==> src/rtl/otter_hazard_pkg.sv <==
// Shared types for the OTTER hazard/forwarding controller: operand select codes, FSM states, shadow stage record.
// Pure declarations; no latency or backpressure of its own.
package otter_hazard_pkg;

  localparam int HZ_REG_W = 5;
  localparam int HZ_SEL_W = 3;

  typedef enum logic [2:0] {
    SRC_REG     = 3'd0,
    SRC_IMM_U   = 3'd1,
    SRC_PC      = 3'd2,
    SRC_IMM_I   = 3'd3,
    SRC_FWD_MEM = 3'd4,
    SRC_FWD_WB  = 3'd5
  } alu_src_sel_t;

  typedef enum logic [1:0] {
    ST_REG     = 2'd0,
    ST_FWD_MEM = 2'd1,
    ST_FWD_WB  = 2'd2
  } st_fwd_sel_t;

  typedef enum logic {
    RUN      = 1'b0,
    MEM_HOLD = 1'b1
  } hz_state_t;

  typedef struct packed {
    logic                valid;
    logic [HZ_REG_W-1:0] rd;
    logic                reg_we;
    logic                is_load;
    logic [HZ_REG_W-1:0] rs1;
    logic [HZ_REG_W-1:0] rs2;
    logic                rs1_used;
    logic                rs2_used;
    logic [HZ_SEL_W-1:0] base_a;
    logic [HZ_SEL_W-1:0] base_b;
  } shadow_stage_t;

  // A non-register base select from the decoder always wins over forwarding.
  function automatic alu_src_sel_t op_sel(input logic [HZ_SEL_W-1:0] base, input st_fwd_sel_t fwd);
    alu_src_sel_t s;
    s = alu_src_sel_t'(base);
    if (base == SRC_REG) begin
      case (fwd)
        ST_FWD_MEM: s = SRC_FWD_MEM;
        ST_FWD_WB:  s = SRC_FWD_WB;
        default:    s = SRC_REG;
      endcase
    end
    return s;
  endfunction

endpackage

==> src/rtl/fwd_match.sv <==
// Per-operand forward comparator: picks MEM/WB producer for one EX source, MEM has priority, x0 never matches.
// Purely combinational, zero latency; no backpressure.
module fwd_match
  import otter_hazard_pkg::*;
#(
  parameter int REG_ADDR_W = HZ_REG_W
) (
  input  logic [REG_ADDR_W-1:0] rs,
  input  logic                  used,
  input  logic                  mem_valid,
  input  logic                  mem_we,
  input  logic [REG_ADDR_W-1:0] mem_rd,
  input  logic                  wb_valid,
  input  logic                  wb_we,
  input  logic [REG_ADDR_W-1:0] wb_rd,
  output st_fwd_sel_t           fwd
);

  always_comb begin
    fwd = ST_REG;
    if (used && (rs != '0)) begin
      if (mem_valid && mem_we && (mem_rd == rs)) fwd = ST_FWD_MEM;
      else if (wb_valid && wb_we && (wb_rd == rs)) fwd = ST_FWD_WB;
    end
  end

endmodule

==> src/rtl/hazard_fwd_ctrl.sv <==
// OTTER hazard/forwarding controller: shadow EX/MEM/WB info drives operand selects, load-use stall, branch flush.
// Selects and controls are same-cycle combinational; mem_busy freezes all shadows and defers any taken-branch flush.
module hazard_fwd_ctrl
  import otter_hazard_pkg::*;
#(
  parameter int REG_ADDR_W = HZ_REG_W,
  parameter int SEL_W      = HZ_SEL_W
) (
  input  logic                  CLK,
  input  logic                  RESET,
  input  logic                  de_valid,
  input  logic [REG_ADDR_W-1:0] de_rs1,
  input  logic [REG_ADDR_W-1:0] de_rs2,
  input  logic                  de_rs1_used,
  input  logic                  de_rs2_used,
  input  logic [REG_ADDR_W-1:0] de_rd,
  input  logic                  de_reg_we,
  input  logic                  de_is_load,
  input  logic [SEL_W-1:0]      de_alu_a_sel,
  input  logic [SEL_W-1:0]      de_alu_b_sel,
  input  logic                  ex_branch_taken,
  input  logic                  mem_busy,
  output logic [SEL_W-1:0]      ex_alu_a_sel,
  output logic [SEL_W-1:0]      ex_alu_b_sel,
  output logic [1:0]            ex_st_fwd_sel,
  output logic                  stall_fd,
  output logic                  bubble_ex,
  output logic                  flush_de,
  output logic                  hold_all
);

  shadow_stage_t ex_q, mem_q, wb_q, de_s;
  hz_state_t     state;
  logic          pend_flush;
  st_fwd_sel_t   fwd_a, fwd_b, fwd_st;
  logic          load_use, run, do_flush;
  logic          unused_wb;

  always_comb begin
    de_s          = '0;
    de_s.valid    = de_valid;
    de_s.rd       = de_rd;
    de_s.reg_we   = de_reg_we;
    de_s.is_load  = de_is_load;
    de_s.rs1      = de_rs1;
    de_s.rs2      = de_rs2;
    de_s.rs1_used = de_rs1_used;
    de_s.rs2_used = de_rs2_used;
    de_s.base_a   = de_alu_a_sel;
    de_s.base_b   = de_alu_b_sel;
  end

  fwd_match #(.REG_ADDR_W(REG_ADDR_W)) u_fwd_a (
    .rs(ex_q.rs1), .used(ex_q.valid && ex_q.rs1_used),
    .mem_valid(mem_q.valid), .mem_we(mem_q.reg_we), .mem_rd(mem_q.rd),
    .wb_valid(wb_q.valid), .wb_we(wb_q.reg_we), .wb_rd(wb_q.rd),
    .fwd(fwd_a)
  );

  fwd_match #(.REG_ADDR_W(REG_ADDR_W)) u_fwd_b (
    .rs(ex_q.rs2), .used(ex_q.valid && ex_q.rs2_used),
    .mem_valid(mem_q.valid), .mem_we(mem_q.reg_we), .mem_rd(mem_q.rd),
    .wb_valid(wb_q.valid), .wb_we(wb_q.reg_we), .wb_rd(wb_q.rd),
    .fwd(fwd_b)
  );

  // Store data follows rs2 even when operand B is an immediate.
  fwd_match #(.REG_ADDR_W(REG_ADDR_W)) u_fwd_st (
    .rs(ex_q.rs2), .used(ex_q.valid && ex_q.rs2_used),
    .mem_valid(mem_q.valid), .mem_we(mem_q.reg_we), .mem_rd(mem_q.rd),
    .wb_valid(wb_q.valid), .wb_we(wb_q.reg_we), .wb_rd(wb_q.rd),
    .fwd(fwd_st)
  );

  assign ex_alu_a_sel  = op_sel(ex_q.base_a, fwd_a);
  assign ex_alu_b_sel  = op_sel(ex_q.base_b, fwd_b);
  assign ex_st_fwd_sel = fwd_st;

  assign load_use = de_valid && ex_q.valid && ex_q.is_load && (ex_q.rd != '0) &&
                    ((de_rs1_used && (de_rs1 == ex_q.rd)) || (de_rs2_used && (de_rs2 == ex_q.rd)));

  assign run       = !RESET && !mem_busy;
  assign do_flush  = run && (ex_branch_taken || pend_flush);
  assign hold_all  = !RESET && mem_busy;
  assign flush_de  = do_flush;
  assign bubble_ex = do_flush || (run && load_use);
  assign stall_fd  = run && !do_flush && load_use;

  always_ff @(posedge CLK) begin
    if (RESET) begin
      state      <= RUN;
      pend_flush <= 1'b0;
      ex_q       <= '0;
      mem_q      <= '0;
      wb_q       <= '0;
    end else begin
      case (state)
        RUN:      if (mem_busy) state <= MEM_HOLD;
        MEM_HOLD: if (!mem_busy) state <= RUN;
        default:  state <= RUN;
      endcase
      // A branch resolved while frozen is remembered and replayed on release.
      if (mem_busy) begin
        if (ex_branch_taken) pend_flush <= 1'b1;
      end else begin
        pend_flush <= 1'b0;
      end
      if (!mem_busy) begin
        ex_q  <= bubble_ex ? shadow_stage_t'('0) : de_s;
        mem_q <= ex_q;
        wb_q  <= mem_q;
      end
    end
  end

  assign unused_wb = ^{wb_q.is_load, wb_q.rs1, wb_q.rs2, wb_q.rs1_used,
                       wb_q.rs2_used, wb_q.base_a, wb_q.base_b};

endmodule

==> config.mk <==
export PLATFORM = sky130hd
export DESIGN_NAME = hazard_fwd_ctrl
export DESIGN_NICKNAME = d
export VERILOG_FILES = /design/src/rtl/otter_hazard_pkg.sv /design/src/rtl/fwd_match.sv /design/src/rtl/hazard_fwd_ctrl.sv
export SDC_FILE = /design/constraint.sdc
export NUM_CORES = 1
export LEC_CHECK = 0
export BUFFER_PORTS_ARGS = -buffer_cell sky130_fd_sc_hd__clkbuf_2
export CAP_MARGIN = 20
export CORE_ASPECT_RATIO = 2
export CORE_MARGIN = 2
export CORE_UTILIZATION = 35
export CTS_BUF_LIST = sky130_fd_sc_hd__clkbuf_4 sky130_fd_sc_hd__clkbuf_8 sky130_fd_sc_hd__clkbuf_16
export DETAILED_ROUTE_END_ITERATION = 8
export GPL_ROUTABILITY_DRIVEN = 0
export PLACE_DENSITY = 0.54
export SLEW_MARGIN = 0
export SYNTH_ARGS = -nofsm -noshare
export SYNTH_HDL_FRONTEND = slang
export SYNTH_HIERARCHICAL = 1
export SYNTH_SLANG_ARGS = --single-unit
==> constraint.sdc <==
create_clock -name CLK -period 6.8 [get_ports CLK]
set_clock_uncertainty 0.2 [all_clocks]
set_input_delay 1.36 -clock CLK [delete_from_list [all_inputs] [get_ports CLK]]
set_output_delay 1.36 -clock CLK [all_outputs]
set_load 0.1 [all_outputs]
After elaboration in Yosys (flattened, before gate mapping)
Index checks and enable logic that the tools add are counted.
W data, S select, Z words.

operators by class
  $add $sub $neg = 0
  multiply operators = 0
  divide/modulo/power cells = 0
  magnitude comparators = 0
  equal/unequal tests = 10
  shift operators = 0
  muxes and demuxes = 11
  bitwise logic cells = 1
  reduce and logical (&&, ||, !) cells = 34

operator list
  operator              count
  $eq A5 B5 Y1          6
  $mux W26              1
  $logic_and A1 B1 Y1   22
  $reduce_bool A5 Y1    3
  $mux W2               6
  $pmux W3 S2           2
  $logic_not A3 Y1      2
  $mux W3               2
  $eq A2 B1 Y1 const B  2
  $eq A2 B2 Y1 const B  2
  $logic_not A1 Y1      3
  $logic_or A1 B1 Y1    3
  $reduce_or A2 Y1      1
  $not A1 Y1            1

storage, ports and cells
  flip-flop bits (word level) = 41
  bits in latches = 0
  bits in writable memories = 0
  bits in read-only memories = 0
  input port bits = 30
  output and inout port bits = 12
  logic and storage cells = 73
  memories kept = 0

Depth between registers and ports, before layout
Gate-level depths: netlist of run 1.

  word-level depth = 8
  depth in mapped cells = 8
  depth with buffers taken out = 8

By module
The synthesis of run 1 kept the hierarchy.

by module, submodules not included
  module           instances  cells an instance  area each (um2)  seq. area each (um2)
  hazard_fwd_ctrl  1          206                1878.1           820.8
  fwd_match        3          18                 140.1            0.0

Worst setup path before layout of run 1
OpenSTA, ideal clock, no wires.

  path kind = input to output
  start = in RESET
  end = out stall_fd
  arrival time = 5015 ps
  data required time = 5240 ps
  path slack = 225 ps
  stages on the path = 5
  path through = clkbuf_1 and4bb_2 o211ai_4 buf_6 nor4_1

between the ends
  cells in the longest elaborated chain, start to end = 6

RTL lines
  element                               RTL line               source
  start: declaration                    hazard_fwd_ctrl.sv:10  input logic RESET,
  $logic_not A1 Y1 (*)                  hazard_fwd_ctrl.sv:82  assign run = !RESET && !mem_busy;
  $logic_and A1 B1 Y1 (*)               hazard_fwd_ctrl.sv:82
  $logic_and A1 B1 Y1                   hazard_fwd_ctrl.sv:83  assign do_flush = run && (ex_branch_taken || pend_flush);
  $logic_not A1 Y1                      hazard_fwd_ctrl.sv:87  assign stall_fd = run && !do_flush && load_use;
  $logic_and A1 B1 Y1 (*) (2 in a row)  hazard_fwd_ctrl.sv:87
  end: declaration                      hazard_fwd_ctrl.sv:26  output logic stall_fd,

Every way passes the cells marked *; elsewhere a longest branch is shown, timed or not.

Worst setup path after layout of run 1
  start = in mem_busy
  end = out stall_fd

between the ends
  cells in the longest elaborated chain, start to end = 6

RTL lines
  element                               RTL line               source
  start: declaration                    hazard_fwd_ctrl.sv:22  input logic mem_busy,
  $logic_not A1 Y1 (*)                  --
  $logic_and A1 B1 Y1 (*)               hazard_fwd_ctrl.sv:82
  $logic_and A1 B1 Y1                   hazard_fwd_ctrl.sv:83
  $logic_not A1 Y1                      hazard_fwd_ctrl.sv:87
  $logic_and A1 B1 Y1 (*) (2 in a row)  hazard_fwd_ctrl.sv:87

Marks and branches as above.

==> results by group, run 1 <==
Outcome
  – Status: completed

Global route
  – Grt total ovfl: 0
  – Tot GR Track Use: 0.1938
  – First-pass GRT wire length: 10.45 mm
  – Initial antenna violation count: 0
  – Vias in the first global route: between 1500 and 2000
  – Largest net degree at the start of global routing: 53

Placement
  – # port buffers: 41
  – Inst Count DP: 370
  – Detailed Place HPWL: between 4 and 5 mm

Floorplanning
  – # rows: 41
  – Core area: 6310 um2
  – Chip Height: between 100 and 150 um
  – Die area: 7270 um2
  – Starting density of the core: 0.3643
  – I/O Pins: 42
  – Die X: 61.30 um

Logic synthesis
  – FF+latch count, synth: 41
  – Yosys warning count: 6
  – Synth cell types: 31
  – Post-Syn Area per Cell: 8.840 um2
  – Synth top area cells: dfxtp_1 36%, xnor2_1 11%, a32oi_1 9.9%
  – Sequential area share after synthesis: 0.3571
  – Synthesized instance count: 260
  – Post-synth top area share: 0.3571
  – Syn nets: 292
  – Cell Area, Synth: 2298 um2
  – Yosys top cell by area: dfxtp_1

Power
  – P_leak: 1.056 nW
  – Max rail drop VDD: approximately 0.2 mV
  – Switching fraction of total power: 0.2859
  – Clock power frac: 0.419
  – P_sw: 0.1879 mW
  – Pwr dens: 241.0 nW/um2
  – Combinational share of power: 0.161
  – Internal power: 0.4692 mW
  – Sequential share of power: 0.420

Timing
  – Setup TNS: 0 ps
  – Period minus WS final: around 4800 ps
  – RSZ-0062 raised after global routing: false
  – Final hold vios: 0
  – Final setup vio count: 0
  – Hold WS: 280.5 ps
  – Max Slew Vio Count: 0
  – Max_slew headroom: 0.4785
  – Worst slew pin tran: approximately 780 ps
  – Period utilization: 0.7115
  – Fmax: 206.7 MHz

Drt
  – Vias post-DR: 2017
  – Routed Antenna Nets: 0
  – Drt drc: 0
  – Initial DRC count: 65
  – Wirelength per Cell: between 15 and 20 um
  – TritonRoute pass-1 iters: 4
  – DRT Wirelength: 6.184 mm
  – Vias per cell: 5.322

Hold path
  – Worst hold path class: reg2reg

Clocking
  – Postcts setup bufs: 0
  – Clock Latency Late Sink: between 200 and 300 ps
  – TritonCTS clock tree: yes
  – Root Buffer: clkbuf_16
  – CTS Buf Count: 5
  – Post-cts resize count: 0
  – Max clock buf depth: 2
  – Worst-path clk slew: about 60 ps
  – # hold bufs at CTS: 0
  – H-tree depth: 2
  – Sink Count: 41

Final layout
  – Fin util: 0.4321
  – Antenna diode count: 0
  – Area Overhead vs Synth: 18.62%
  – Final non-filler cell total: around 380
  – Most frequent cells in the layout: 41 x dfxtp_1, 41 x clkbuf_2, 28 x xnor2_1, 28 x nand2_1
  – Share of cells above drive strength 1: 0.2150
  – Nets: 324

Critical path
  – Critical path class: in2out
  – Critical-path top delay cell: clkbuf_2
  – Worst Path Required: between 5000 and 6000 ps
  – CP arrival: 3280 ps
  – Worst setup startpoint: mem_busy
  – Reg-to-Reg Start: ex_q[21]
  – CP Capture Type: primary output
  – CP Max Fanout: 28
  – Cell mode on critical path: clkbuf_2
  – Crit path capture: stall_fd
  – Setup slack, reg-to-reg: 4610 ps
  – Worst reg2reg endpoint: ex_q[16]
  – Worst path depth: 5
  – Startpoint class of the critical path: primary input
  – Worst R2R Path Depth: 4
  – Largest delay share family, worst path: buffers and inverters
  – CP Buf/Inv Count: 2
  – Cell Chain, Critical Path: clkbuf_2 > and4bb_2 > o211ai_4 > nor4_1 > clkbuf_2
  – Slowest stage delay, CP: 510 ps

Run
  – Max-Cap Viols: 0
## sequential cells by signal (all words and copies together) (netlist names)
name	cells
wb_q	7
ex_q	26
pend_flush	1
mem_q	7
## synth_stat cells
master,count
ha_1,2
clkbuf_1,8
nor4_2,1
mux2i_1,14
o21bai_1,1
a21o_1,2
or4_1,3
o21ai_2,3
xnor2_1,28
and4bb_2,1
and2_1,2
o21ai_1,26
buf_6,2
or2_2,2
xor2_1,12
nor2b_1,2
or4_4,1
nor3_1,3
inv_1,2
nand2_1,28
dfxtp_1,41
o211ai_4,1
o22ai_2,1
a32oi_1,26
nand3_1,3
nand4_1,8
o22a_1,1
buf_2,9
nor4_1,4
nor2_1,20
nor4b_1,3
## logic make-up (layout without fill, tap and decap cells)
kind of cell,count (synthesis),after routing,share of synthesized area
AND/OR/NAND/NOR,81,81,0.1775
AO/OA/AOI/OAI,61,61,0.1954
flip-flops,41,41,0.3571
XOR/XNOR,40,40,0.1524
buffers and inverters,21,54,0.04573
multiplexers,14,14,0.06097
adder cells (fa/ha/maj),2,2,0.01089
## worst reg2reg max path: cells and delay by family (launching register included)
family	cells	cell delay (ps)
compound gates	3	960
simple gates	1	570
flops	1	380
## layer usage
layer | share of wire | vias to the layer above | GRT usage
met5 | 0 | - | 0
met4 | 0.022 | 0 | 0.08016
met3 | 0.029 | 10 | 0.02954
met2 | 0.56 | 47 | 0.3231
met1 | 0.39 | 942 | 0.2364
li1 | - | 1018 | -
## through the flow
stage	worst slack [ps]	cell area (um2)	total power [mW]
6_report	1962	2726	0.6571
3_5_place_dp	1974	2540	0.3870
4_1_cts	1963	2711	0.6634
5_1_grt	1854	2726	0.6861
2_1_floorplan	225.3	2298	0.3566
3_3_place_gp	1992	2540	0.3855
## power by group through the flow
stage	clock (mW)	combinational, mW	sequential, mW
2_1_floorplan	0	0.0839	0.273
3_3_place_gp	0	0.104	0.282
3_5_place_dp	0	0.105	0.282
4_1_cts	0.281	0.106	0.276
5_1_grt	0.291	0.116	0.279
6_report	0.275	0.106	0.276
## layout make-up
type,count,area (um2)
clock buffers,5,125.1
multi-input cells,198,1384
fillers,650,3583
well taps,86,107.6
repair buffers,44,235.2
inverters,2,7.507
flip-flops and latches,41,820.8
clock inverters,3,46.29
## how the worst min path moves through the flow
stage | startpoint | end | cells past startpoint
finish | ex_q[18] | ex_q[18] | 2
global route | ex_q[6] | ex_q[6] | 2
CTS | ex_q[18] | ex_q[18] | 2
detailed placement | ex_q[18] | ex_q[18] | 2
global placement | ex_q[6] | ex_q[6] | 2
floorplan | ex_q[18] | ex_q[18] | 2
Power figures use the tool's default switching activity.
==> inputs of run 2 (changes only) <==
--- a/config.mk
+++ b/config.mk
@@ -13,7 +13,7 @@
 export CTS_BUF_LIST = sky130_fd_sc_hd__clkbuf_4 sky130_fd_sc_hd__clkbuf_8 sky130_fd_sc_hd__clkbuf_16
 export DETAILED_ROUTE_END_ITERATION = 8
 export GPL_ROUTABILITY_DRIVEN = 0
-export PLACE_DENSITY = 0.54
+export PLACE_DENSITY = 0.56
 export SLEW_MARGIN = 0
 export SYNTH_ARGS = -nofsm -noshare
 export SYNTH_HDL_FRONTEND = slang
==> constraint.sdc (replaced) <==
create_clock -name CLK -period 4.4 [get_ports CLK]
set_clock_uncertainty 0.2 [all_clocks]
set_input_delay 0.88 -clock CLK [delete_from_list [all_inputs] [get_ports CLK]]
set_output_delay 0.88 -clock CLK [all_outputs]
set_load 0.1 [all_outputs]
==> run 2 against run 1 <==
Compared with the run above:
- register-to-register slack got worse by 2400 ps
- non-clock buffer count grew 1
- cell area rose by 0.96%
- critical path type unchanged
- largest cell class unchanged
- largest power group is now the clock network
==> results by group, run 2 (synthesis results as in run 1) <==
Timing
  – Hold WS: 280.4 ps (was 280.5 ps)
  – Max Slew Vio Count: 0 (unchanged)
  – Final setup vio count: 0 (unchanged)
  – RSZ-0062 raised after global routing: false (unchanged)
  – Period minus WS final: 3710 ps
  – Final hold vios: 0 (unchanged)
  – Max_slew headroom: 0.4742 (was 0.4785)
  – Fmax: 269.5 MHz
  – Period utilization: 0.8433
  – Worst slew pin tran: 785.0 ps (was 778.6 ps)

Global route
  – Largest net degree at the start of global routing: 53 (unchanged)
  – Initial antenna violation count: 0 (unchanged)
  – First-pass GRT wire length: 10.28 mm (was 10.45 mm)
  – Tot GR Track Use: 0.1895 (was 0.1938)
  – Grt total ovfl: 0 (unchanged)
  – Vias in the first global route: 1952 (was 1956)

Final layout
  – Fin area: 2753 um2 (was 2726 um2)
  – Area Overhead vs Synth: 19.76% (was 18.62%)
  – Share of cells above drive strength 1: 0.2279 (was 0.2150)
  – Max reg flops: 26 (unchanged)
  – Nets: 325 (was 324)
  – Antenna diode count: 0 (unchanged)
  – Fin util: 0.4362 (was 0.4321)
  – Biggest regs: ex_q x26, mem_q x7, wb_q x7 (unchanged)
  – Multi-input gate area: 1401 um2 (was 1384 um2)
  – Fill cells: 652 (was 650)
  – Register bank with the most flops: ex_q (unchanged)
  – Most frequent cells in the layout: 41 x dfxtp_1, 41 x clkbuf_2, 28 x xnor2_1, 28 x nand2_1 (unchanged)
  – Sequential standard cell area: 820.8 um2 (unchanged)

Power
  – Clock power frac: 0.425 (was 0.419)
  – Sequential share of power: 0.414 (was 0.420)
  – P_sw: 0.2843 mW (was 0.1879 mW)
  – Design Power: 1.031 mW (was 0.6571 mW)
  – Internal power: 0.7469 mW (was 0.4692 mW)
  – P_leak: 1.070 nW (was 1.056 nW)
  – Switching fraction of total power: 0.2757 (was 0.2859)
  – Pwr dens: 374.6 nW/um2 (was 241.0 nW/um2)
  – Max rail drop VDD: 0.2994 mV (was 0.2002 mV)
  – Combinational share of power: 0.161 (about the same)

Floorplanning
  – Die area: 7270 um2 (unchanged)
  – Die X: 61.30 um (unchanged)
  – Chip Height: 118.6 um (unchanged)
  – Core area: 6310 um2 (unchanged)
  – # rows: 41 (unchanged)
  – Starting density of the core: 0.3643 (unchanged)
  – I/O Pins: 42 (unchanged)

Placement
  – # port buffers: 41 (unchanged)
  – Cell area after placement: 2565 um2 (was 2540 um2)
  – Detailed Place HPWL: 4.549 mm (was 4.563 mm)

Critical path
  – CP Max Fanout: 28 (unchanged)
  – CP arrival: 2630 ps (was 3280 ps)
  – Worst Path Required: 3320 ps (was 5240 ps)
  – Worst setup startpoint: RESET (was mem_busy)
  – Critical path class: in2out (unchanged)
  – CP Capture Type: primary output (unchanged)
  – Startpoint class of the critical path: primary input (unchanged)
  – Reg-to-Reg Start: ex_q[21] (unchanged)

Clocking
  – # hold bufs at CTS: 0 (unchanged)
  – Worst-path clk slew: 60 ps (about the same)
  – Postcts setup bufs: 0 (unchanged)
  – Root Buffer: clkbuf_16 (unchanged)
  – CTS Buf Count: 5 (unchanged)
  – Post-cts resize count: 0 (unchanged)
  – Sink Count: 41 (unchanged)
  – Clock Latency Late Sink: 290 ps (about the same)
  – TritonCTS clock tree: yes (unchanged)
  – H-tree depth: 2 (unchanged)
  – Max clock buf depth: 2 (unchanged)

Outcome
  – Status: completed (unchanged)

Drt
  – DRT Wirelength: 6.245 mm (was 6.184 mm)
  – Vias post-DR: 2064 (was 2017)
  – Vias per cell: 5.432 (was 5.322)
  – Wirelength per Cell: 16.43 um (was 16.32 um)
  – TritonRoute pass-1 iters: 4 (unchanged)
  – Drt drc: 0 (unchanged)
  – Initial DRC count: 67 (was 65)
  – Routed Antenna Nets: 0 (unchanged)

Run
  – Max-Cap Viols: 0 (unchanged)

Hold path
  – Worst hold path class: reg2reg (unchanged)
  – Hold Startpoint: ex_q[6] (was ex_q[18])
[run 2: cell count changes in the layout (fill, tap and decap cells not counted), sizes merged]
cell,before,now
clkinv,1,0
clkinvlp,1,0
buf,3,4
clkbuf,46,48
[run 2: worst max-delay path, stage by stage]
cell and delay (ps):
clkbuf_2 260, and4bb_2 410, o211ai_4 280, nor4_2 300, clkbuf_2 490
[run 2: per-layer routing]
layer / track usage / vias to the layer above / wire length [um]
met5: 0 / - / 0
met4: 0.07201 / 0 / 154
met3: 0.03501 / 9 / 245
met2: 0.3118 / 57 / 3429
met1: 0.2345 / 978 / 2415
li1: - / 1020 / -
[run 2: per-stage QoR]
stage               setup TNS [ps]  instances  setup WS [ps]
global placement                 0        371          689.3
CTS                              0        379          665.0
global route                     0        380          558.1
floorplan                   -73.66        260         -73.66
detailed placement               0        371          657.7
finish                           0        380          689.6
[run 2: power by group through the flow]
stage          clock, mW  combinational, mW  sequential (mW)
2_1_floorplan          0              0.131            0.421
3_3_place_gp           0              0.163            0.435
3_5_place_dp           0              0.166            0.435
4_1_cts            0.447              0.166            0.427
5_1_grt            0.463              0.180            0.430
6_report           0.438              0.166            0.427
[run 2: final cells by class]
| type | count | share of cell area |
|---|---|---|
| Clock inverter | 1 | 0.01091 |
| Sequential cell | 41 | 0.2982 |
| Multi-Input combinational cell | 198 | 0.5091 |
| Timing Repair Buffer | 45 | 0.08682 |
| Inverter | 2 | 0.002727 |
| Clock buffer | 7 | 0.05318 |
| Tap cell | 86 | 0.03909 |
[run 2: final timing paths]
check             end  slack, ps  cells after the start
max          stall_fd        690                      5
max reg2reg  ex_q[15]       2200                      4
min           ex_q[6]        280                      2
min reg2reg   ex_q[6]        280                      2
